===== src/rtl/vga_frame_reader_if.sv =====
// ---------------------------------------------------------------------------
// vga_frame_reader_if
// Signal bundle between the frame reader, RAM port B and the VGA DAC pins.
// master: the frame reader (drives the address and all VGA outputs).
// slave : the RAM/board side (returns read_data, consumes VGA outputs).
// ---------------------------------------------------------------------------
interface vga_frame_reader_if #(
  parameter int ADDR_W = 16
);

  // RAM port B
  logic [ADDR_W-1:0] pixel_address;
  logic [7:0]        read_data;

  // VGA DAC side
  logic              vga_clk;
  logic              hsync;
  logic              vsync;
  logic              blank_n;
  logic              sync_n;
  logic [7:0]        red;
  logic [7:0]        green;
  logic [7:0]        blue;
  logic              frame_start;

  modport master (
    output pixel_address,
    input  read_data,
    output vga_clk,
    output hsync,
    output vsync,
    output blank_n,
    output sync_n,
    output red,
    output green,
    output blue,
    output frame_start
  );

  modport slave (
    input  pixel_address,
    output read_data,
    input  vga_clk,
    input  hsync,
    input  vsync,
    input  blank_n,
    input  sync_n,
    input  red,
    input  green,
    input  blue,
    input  frame_start
  );

endinterface


===== src/rtl/vga_frame_reader.sv =====
// ---------------------------------------------------------------------------
// vga_frame_reader
// Display-side reader of the dual-port pixel RAM (owns port B). Generates
// 640x480@60 timing from a clk/2 pixel tick, walks a raster address over the
// top-left anchored image and drives grayscale RGB plus syncs to the DAC.
//
// Pipeline (all stages advance on the pixel tick only):
//   stage 0 : combinational decode of h/v counters
//   stage 1 : registered RAM address + delayed hs/vs/vis/img
//   stage 2 : registered RGB (RAM data or background) + syncs/blank
// Outputs lag the counters by 2 pixel ticks (4 clk), syncs and RGB aligned.
//
// Optional build macro: VGA_SCALE2_EN
//   defined   -> each image pixel is shown as a 2x2 block
//   undefined -> 1:1 mapping
// ---------------------------------------------------------------------------
module vga_frame_reader #(
  parameter int         H_ACTIVE = 640,
  parameter int         H_FP     = 16,
  parameter int         H_SYNC   = 96,
  parameter int         H_BP     = 48,
  parameter int         V_ACTIVE = 480,
  parameter int         V_FP     = 10,
  parameter int         V_SYNC   = 2,
  parameter int         V_BP     = 33,
  parameter int         IMG_W    = 256,
  parameter int         IMG_H    = 256,
  parameter int         ADDR_W   = 16,
  parameter logic [7:0] BG_VALUE = 8'h00
) (
  input logic               clk,
  input logic               rst,
  vga_frame_reader_if.master vga
);

  // -------------------------------------------------------------------------
  // Derived timing constants
  // -------------------------------------------------------------------------
  localparam int H_TOTAL  = H_ACTIVE + H_FP + H_SYNC + H_BP;
  localparam int V_TOTAL  = V_ACTIVE + V_FP + V_SYNC + V_BP;
  localparam int HW       = $clog2(H_TOTAL);
  localparam int VW       = $clog2(V_TOTAL);
  localparam int HS_START = H_ACTIVE + H_FP;
  localparam int HS_END   = HS_START + H_SYNC - 1;
  localparam int VS_START = V_ACTIVE + V_FP;
  localparam int VS_END   = VS_START + V_SYNC - 1;

  // -------------------------------------------------------------------------
  // State
  // -------------------------------------------------------------------------
  logic              tick_q;
  logic              vga_clk_q;
  logic              frame_start_q;
  logic [HW-1:0]     h_cnt_q, h_cnt_d;
  logic [VW-1:0]     v_cnt_q, v_cnt_d;

  // stage 1
  logic [ADDR_W-1:0] addr1_q, addr1_d;
  logic              hs1_q, vs1_q, vis1_q, img1_q;

  // stage 2
  logic [7:0]        gray2_q, gray2_d;
  logic              hs2_q, vs2_q, vis2_q;

  // stage 0 decode
  logic [31:0]       h_ext, v_ext;
  logic              hs0, vs0, vis0, img0;
  logic [ADDR_W-1:0] addr0;

  assign h_ext = 32'(h_cnt_q);
  assign v_ext = 32'(v_cnt_q);

  // Stage 0: raw sync, visibility, image-region and address from counters
  always_comb begin
    hs0  = !((h_ext >= HS_START) && (h_ext <= HS_END));
    vs0  = !((v_ext >= VS_START) && (v_ext <= VS_END));
    vis0 = (h_ext < H_ACTIVE) && (v_ext < V_ACTIVE);
`ifdef VGA_SCALE2_EN
    // The doubled image may extend past the visible area; it is clipped
    // there so RAM data never leaks into the blanking interval.
    img0  = vis0 && (h_ext < 2 * IMG_W) && (v_ext < 2 * IMG_H);
    addr0 = ADDR_W'(((v_ext >> 1) * IMG_W) + (h_ext >> 1));
`else
    img0  = vis0 && (h_ext < IMG_W) && (v_ext < IMG_H);
    addr0 = ADDR_W'((v_ext * IMG_W) + h_ext);
`endif
  end

  // Next raster position: h wraps at the line end and carries into v
  always_comb begin
    h_cnt_d = h_cnt_q + HW'(1);
    v_cnt_d = v_cnt_q;
    if (h_ext == H_TOTAL - 1) begin
      h_cnt_d = '0;
      if (v_ext == V_TOTAL - 1) begin
        v_cnt_d = '0;
      end else begin
        v_cnt_d = v_cnt_q + VW'(1);
      end
    end
  end

  // Stage-1 address: outside the image region address 0 is issued, its
  // data is masked in stage 2 and never displayed
  always_comb begin
    addr1_d = img0 ? addr0 : '0;
  end

  // Stage-2 gray level: RAM data inside the image, background elsewhere in
  // the visible area, black during blanking
  always_comb begin
    gray2_d = 8'h00;
    if (img1_q) begin
      gray2_d = vga.read_data;
    end else if (vis1_q) begin
      gray2_d = BG_VALUE;
    end
  end

  // Pixel tick toggles every clk; vga_clk mirrors ~tick one clk later so the
  // DAC samples in the middle of each pixel
  always_ff @(posedge clk or posedge rst) begin
    if (rst) begin
      tick_q    <= 1'b0;
      vga_clk_q <= 1'b1;
    end else begin
      tick_q    <= ~tick_q;
      vga_clk_q <= tick_q;
    end
  end

  // Raster counters advance once per pixel tick
  always_ff @(posedge clk or posedge rst) begin
    if (rst) begin
      h_cnt_q <= '0;
      v_cnt_q <= '0;
    end else if (tick_q) begin
      h_cnt_q <= h_cnt_d;
      v_cnt_q <= v_cnt_d;
    end
  end

  // Frame start: high for the single clk in which tick is set at h=0,v=0
  // (counters are stable while tick is low, so the decode is looked ahead)
  always_ff @(posedge clk or posedge rst) begin
    if (rst) begin
      frame_start_q <= 1'b0;
    end else begin
      frame_start_q <= ~tick_q && (h_cnt_q == '0) && (v_cnt_q == '0);
    end
  end

  // Stage 1: register address and carry timing flags alongside it
  always_ff @(posedge clk or posedge rst) begin
    if (rst) begin
      addr1_q <= '0;
      hs1_q   <= 1'b1;
      vs1_q   <= 1'b1;
      vis1_q  <= 1'b0;
      img1_q  <= 1'b0;
    end else if (tick_q) begin
      addr1_q <= addr1_d;
      hs1_q   <= hs0;
      vs1_q   <= vs0;
      vis1_q  <= vis0;
      img1_q  <= img0;
    end
  end

  // Stage 2: RAM data has settled one clk after the address, before this tick
  always_ff @(posedge clk or posedge rst) begin
    if (rst) begin
      gray2_q <= 8'h00;
      hs2_q   <= 1'b1;
      vs2_q   <= 1'b1;
      vis2_q  <= 1'b0;
    end else if (tick_q) begin
      gray2_q <= gray2_d;
      hs2_q   <= hs1_q;
      vs2_q   <= vs1_q;
      vis2_q  <= vis1_q;
    end
  end

  // -------------------------------------------------------------------------
  // Outputs
  // -------------------------------------------------------------------------
  assign vga.pixel_address = addr1_q;
  assign vga.vga_clk       = vga_clk_q;
  assign vga.hsync         = hs2_q;
  assign vga.vsync         = vs2_q;
  assign vga.blank_n       = vis2_q;
  assign vga.sync_n        = 1'b0;
  assign vga.red           = gray2_q;
  assign vga.green         = gray2_q;
  assign vga.blue          = gray2_q;
  assign vga.frame_start   = frame_start_q;

endmodule


===== src/flat_wrapper.sv =====
// flat-port wrapper written by rule: the top's interface ports become plain ports
module vga_frame_reader_flat 
#(
  parameter int         H_ACTIVE = 640,
  parameter int         H_FP     = 16,
  parameter int         H_SYNC   = 96,
  parameter int         H_BP     = 48,
  parameter int         V_ACTIVE = 480,
  parameter int         V_FP     = 10,
  parameter int         V_SYNC   = 2,
  parameter int         V_BP     = 33,
  parameter int         IMG_W    = 256,
  parameter int         IMG_H    = 256,
  parameter int         ADDR_W   = 16,
  parameter logic [7:0] BG_VALUE = 8'h00
)
  (clk, rst, vga_pixel_address, vga_read_data, vga_vga_clk, vga_hsync, vga_vsync, vga_blank_n, vga_sync_n, vga_red, vga_green, vga_blue, vga_frame_start);
  vga_frame_reader_if #(.ADDR_W(ADDR_W)) vga_i ();
  input logic clk;
  input logic rst;
  output wire logic [$bits(vga_i.pixel_address)-1:0] vga_pixel_address;
  input wire logic [$bits(vga_i.read_data)-1:0] vga_read_data;
  output wire logic [$bits(vga_i.vga_clk)-1:0] vga_vga_clk;
  output wire logic [$bits(vga_i.hsync)-1:0] vga_hsync;
  output wire logic [$bits(vga_i.vsync)-1:0] vga_vsync;
  output wire logic [$bits(vga_i.blank_n)-1:0] vga_blank_n;
  output wire logic [$bits(vga_i.sync_n)-1:0] vga_sync_n;
  output wire logic [$bits(vga_i.red)-1:0] vga_red;
  output wire logic [$bits(vga_i.green)-1:0] vga_green;
  output wire logic [$bits(vga_i.blue)-1:0] vga_blue;
  output wire logic [$bits(vga_i.frame_start)-1:0] vga_frame_start;
  assign vga_pixel_address = vga_i.pixel_address;
  assign vga_i.read_data = vga_read_data;
  assign vga_vga_clk = vga_i.vga_clk;
  assign vga_hsync = vga_i.hsync;
  assign vga_vsync = vga_i.vsync;
  assign vga_blank_n = vga_i.blank_n;
  assign vga_sync_n = vga_i.sync_n;
  assign vga_red = vga_i.red;
  assign vga_green = vga_i.green;
  assign vga_blue = vga_i.blue;
  assign vga_frame_start = vga_i.frame_start;
  vga_frame_reader #(.H_ACTIVE(H_ACTIVE), .H_FP(H_FP), .H_SYNC(H_SYNC), .H_BP(H_BP), .V_ACTIVE(V_ACTIVE), .V_FP(V_FP), .V_SYNC(V_SYNC), .V_BP(V_BP), .IMG_W(IMG_W), .IMG_H(IMG_H), .ADDR_W(ADDR_W), .BG_VALUE(BG_VALUE)) u_core (.clk(clk), .rst(rst), .vga(vga_i));
endmodule

===== config.mk =====
export PLATFORM = sky130hd
export DESIGN_NAME = vga_frame_reader_flat
export DESIGN_NICKNAME = d
export VERILOG_FILES = /design/src/rtl/vga_frame_reader_if.sv /design/src/rtl/vga_frame_reader.sv /design/src/flat_wrapper.sv
export SDC_FILE = /design/constraint.sdc
export NUM_CORES = 1
export LEC_CHECK = 0
export ABC_AREA = 1
export CAP_MARGIN = 10
export CORE_MARGIN = 1
export CORE_UTILIZATION = 45
export CTS_CLUSTER_SIZE = 40
export DETAILED_ROUTE_END_ITERATION = 10
export GPL_TIMING_DRIVEN = 0
export PLACE_DENSITY = 0.71
export SYNTH_ARGS = -nofsm -noshare
export SYNTH_HDL_FRONTEND = slang
export SYNTH_SLANG_ARGS = --single-unit
export TNS_END_PERCENT = 1

===== constraint.sdc =====
create_clock -name clk -period 2.19 [get_ports clk]
set_input_delay 0.438 -clock clk [delete_from_list [all_inputs] [get_ports clk]]
set_output_delay 0.438 -clock clk [all_outputs]
set_load 0.02 [all_outputs]

==> summary.md <==
| Metric | Value |
|---|---|
| Final Hold Viols | 0 |
| GRT Residual Overflow | 0 |
| CTS tree | built |
| Die area | 6510 µm² |
| Switching power | 0.437 mW |
| RSZ-0062 raised after global routing | no |
| Max IR drop VDD | 0.333 mV |
| Sequential Power Share | 0.575 |
| Final ANT Viol Nets | 0 |
| Vias/cell | 4.88 |
| Drt wl/cell | 12.6 µm |
| Max Cap Violations | 0 |
| Clk_lat worst skew | 320 ps |
| Critical Path Fanout Max | 2 |
| Postcts setup bufs | 0 |
| Area of the multi-input gates | 1130 µm² |
| CTS Root Cell | clkbuf_8 |
| DRT Pass-1 Iters | 4 |
| Ports | 56 |
| CP Capture Type | output pin |
| CP startpoint | u_core.vga.hsync |
| P_leak | 1.63 nW |
| Worst Skew | 8.01 ps |
| Cell Count, Final, Fillers Out | 472 |
| Gate power share | 0.082 |
| Post-Route WL | 5950 µm |
| Cell Int Power | 1.32 mW |
| Antenna violations before repair | 0 |
| Nets@finish | 413 |
| Post-Syn Area | 2790 µm² |
| WP buf/inv | 1 |
| Yosys warning count | 0 |
| DP Worst Slack | 549 ps |
| HP Class | input pin to asynchronous set/reset pin |
| Core area | 5960 µm² |
| ANT cells | 0 |
| Synth unique cells | 33 |
| Drt drc | 0 |
| Slowest CP cell | clkdlybuf4s50_1 |
| Placed inst area | 3440 µm² |
| Clk sinks | 54 |
| Syn avg cell area | 8.35 µm² |
| Largest net degree at the start of global routing | 35 |
| Worst reg2reg startpoint | u_core.h_cnt_q[9] |
| WS Path Type | flip-flop to output pin |
| H-tree levels | 2 |
| Initial core utilization | 0.468 |
| Clock-pin slew on the worst setup and hold paths | 110 ps |
| Area Overhead vs Synth | 27.0% |
| Die H | 80.7 µm |
| CP Data Required Time | 1750 ps |
| Post_cts resized | 0 |
| Status | complete, no violations |
| Global-route wire length before repair | 9950 µm |
| Syn_nets | 351 |
| Seq/Total Area, Yosys | 0.487 |
| TritonCTS Buffers | 5 |
| Fmax | 524 MHz |
| GP Congestion | 0.852 |
| CP peak stage delay | 610 ps |
| Worst Slack Setup Final | 282 ps |
| Num rows | 28 |
| First DRT Iteration DRCs | 95 |
| Inst Count DP | 464 |
| CP top delay family | buffers and inverters |
| Total track usage | 0.200 |
| Switch share | 0.249 |
| Flops & latches, synth | 54 |
| Vias in the first global route | 2095 |
| Fraction of layout instances using a drive strength above 1 | 0.121 |
| Total number of vias | 2303 |
| Startpoint Class | flip-flop |
| Syn Inst Count | 334 |
| PD cells | 497 nW/µm² |
| Final setup viols | 0 |
| Fin crit share | 0.871 |
| Fill count | 543 |
| Register area | 1360 µm² |
| Port buffer count | 54 |
| Post-DP HPWL | 4540 µm |
| Crit path DAT | 1470 ps |
| Final core occ | 0.594 |
| Final Slew Violations | 0 |
| Die Width | 80.7 µm |
| Post-route cell area | 3540 µm² |
| Longest Clk Path Bufs | 2 |
| CP Cell Sequence | clkdlybuf4s50_1 |
| Min cycle time layout | 1910 ps |
| R2r setup slk | 540 ps |
| Cts hold-fix bufs | 0 |
| WHS | 458 ps |
| Part of the power in the clock network | 0.342 |
cell families (layout without fill, tap and decap cells):
group                    count (synthesis)  in the layout  share of synthesized area
flip-flops                              54             54                      0.487
buffers and inverters                   60            123                      0.109
AO/OA/AOI/OAI                           38             38                     0.0772
XOR/XNOR                                10             10                     0.0314
other                                    1              1                    0.00135
AND/OR/NAND/NOR                        164            164                      0.260
adder cells (fa/ha/maj)                  7              7                     0.0341
power groups by stage:
stage / sequential (mW) / combinational [mW] / clock (mW)
finish: 1.01 / 0.144 / 0.602
global route: 1.01 / 0.157 / 0.649
CTS: 1.01 / 0.147 / 0.626
detailed placement: 1.03 / 0.147 / 0
global placement: 1.03 / 0.140 / 0
floorplan: 1.04 / 0.0657 / 0
synth_stat cells:
master / count / area, µm²
nand2_1: 91 / 342
dfrtp_1: 49 / 1230
nand3_1: 32 / 160
inv_1: 29 / 109
o21ai_0: 26 / 130
nor2_1: 24 / 90.1
buf_4: 17 / 128
xor2_1: 8 / 70.1
clkbuf_1: 7 / 26.3
ha_1: 6 / 75.1
nand4_1: 6 / 37.5
dfstp_2: 5 / 131
nor3_1: 5 / 25.0
o21ai_1: 3 / 15.0
o21ai_2: 3 / 26.3
a22o_1: 2 / 17.5
buf_2: 2 / 10.0
inv_2: 2 / 7.51
nand2_2: 2 / 12.5
xnor2_1: 2 / 17.5
a21oi_1: 1 / 5.00
a31oi_1: 1 / 6.26
buf_6: 1 / 11.3
clkbuf_2: 1 / 5.00
conb_1: 1 / 3.75
fa_1: 1 / 20.0
inv_4: 1 / 6.26
nand4_4: 1 / 21.3
nor2_2: 1 / 6.26
nor2_4: 1 / 11.3
nor2_8: 1 / 20.0
o21bai_1: 1 / 7.51
o31ai_1: 1 / 7.51
per-layer routing:
| layer | share of wire | GRT usage |
|---|---|---|
| met2 | 0.46 | 0.328 |
| met5 | 0 | 0 |
| met4 | 0.012 | 0.0661 |
| met3 | 0.061 | 0.0443 |
| met1 | 0.47 | 0.262 |
worst paths after layout:
path,end,cells after the start
min in group clk,u_core.vga.vga_clk,0
max in group asynchronous,u_core.vga.hsync,3
min,u_core.vga.pixel_address[7],2
min reg2reg,u_core.vga.vga_clk,0
max reg2reg,u_core.vga.pixel_address[4],6
max,vga_hsync,1
flip-flops by register name (all words and copies together), names as in the netlist:
signal and flops:
u_core.vis1_q 1, u_core.img1_q 1, u_core.vga.frame_start 1, u_core.vs1_q 1, u_core.vga.vga_clk 1, u_core.vga.blank_n 1, u_core.tick_q 1, u_core.vga.hsync 1
u_core.vga.vsync 1, u_core.hs1_q 1, u_core.v_cnt_q 10, u_core.h_cnt_q 10, u_core.vga.blue 8, u_core.vga.pixel_address 16
per-stage QoR:
step | power [mW] | setup TNS (ps)
6_report | 1.76 | 0
3_5_place_dp | 1.18 | 0
5_1_grt | 1.82 | 0
4_1_cts | 1.79 | 0
3_3_place_gp | 1.17 | -26520
2_1_floorplan | 1.11 | 0
placed cells by master, fill, tap and decap left out, types with 2 or more instances in the layout:
| cell type | count |
|---|---|
| nand2_1 | 91 |
| clkdlybuf4s50_1 | 54 |
| dfrtp_1 | 49 |
| nand3_1 | 32 |
| inv_1 | 28 |
| o21ai_0 | 26 |
| nor2_1 | 24 |
| buf_4 | 17 |
| xor2_1 | 8 |
| clkbuf_1 | 7 |
| nand4_1 | 6 |
| ha_1 | 6 |
| nor3_1 | 5 |
| clkbuf_8 | 5 |
| dfstp_2 | 5 |
| inv_2 | 3 |
| o21ai_1 | 3 |
| o21ai_2 | 3 |
| a22o_1 | 2 |
| buf_2 | 2 |
| xnor2_1 | 2 |
| nand2_2 | 2 |
final cells by class:
type	instances	area share
Clock buffer	5	0.0194
Buffer	28	0.0509
Sequential cell	54	0.384
Timing Repair Buffer	55	0.158
Inverter	32	0.0346
Multi-Input combinational cell	220	0.318
Clock inverter	3	0.00813
Tap cell	75	0.0265
No activity file was read; power rests on OpenSTA's default activity.
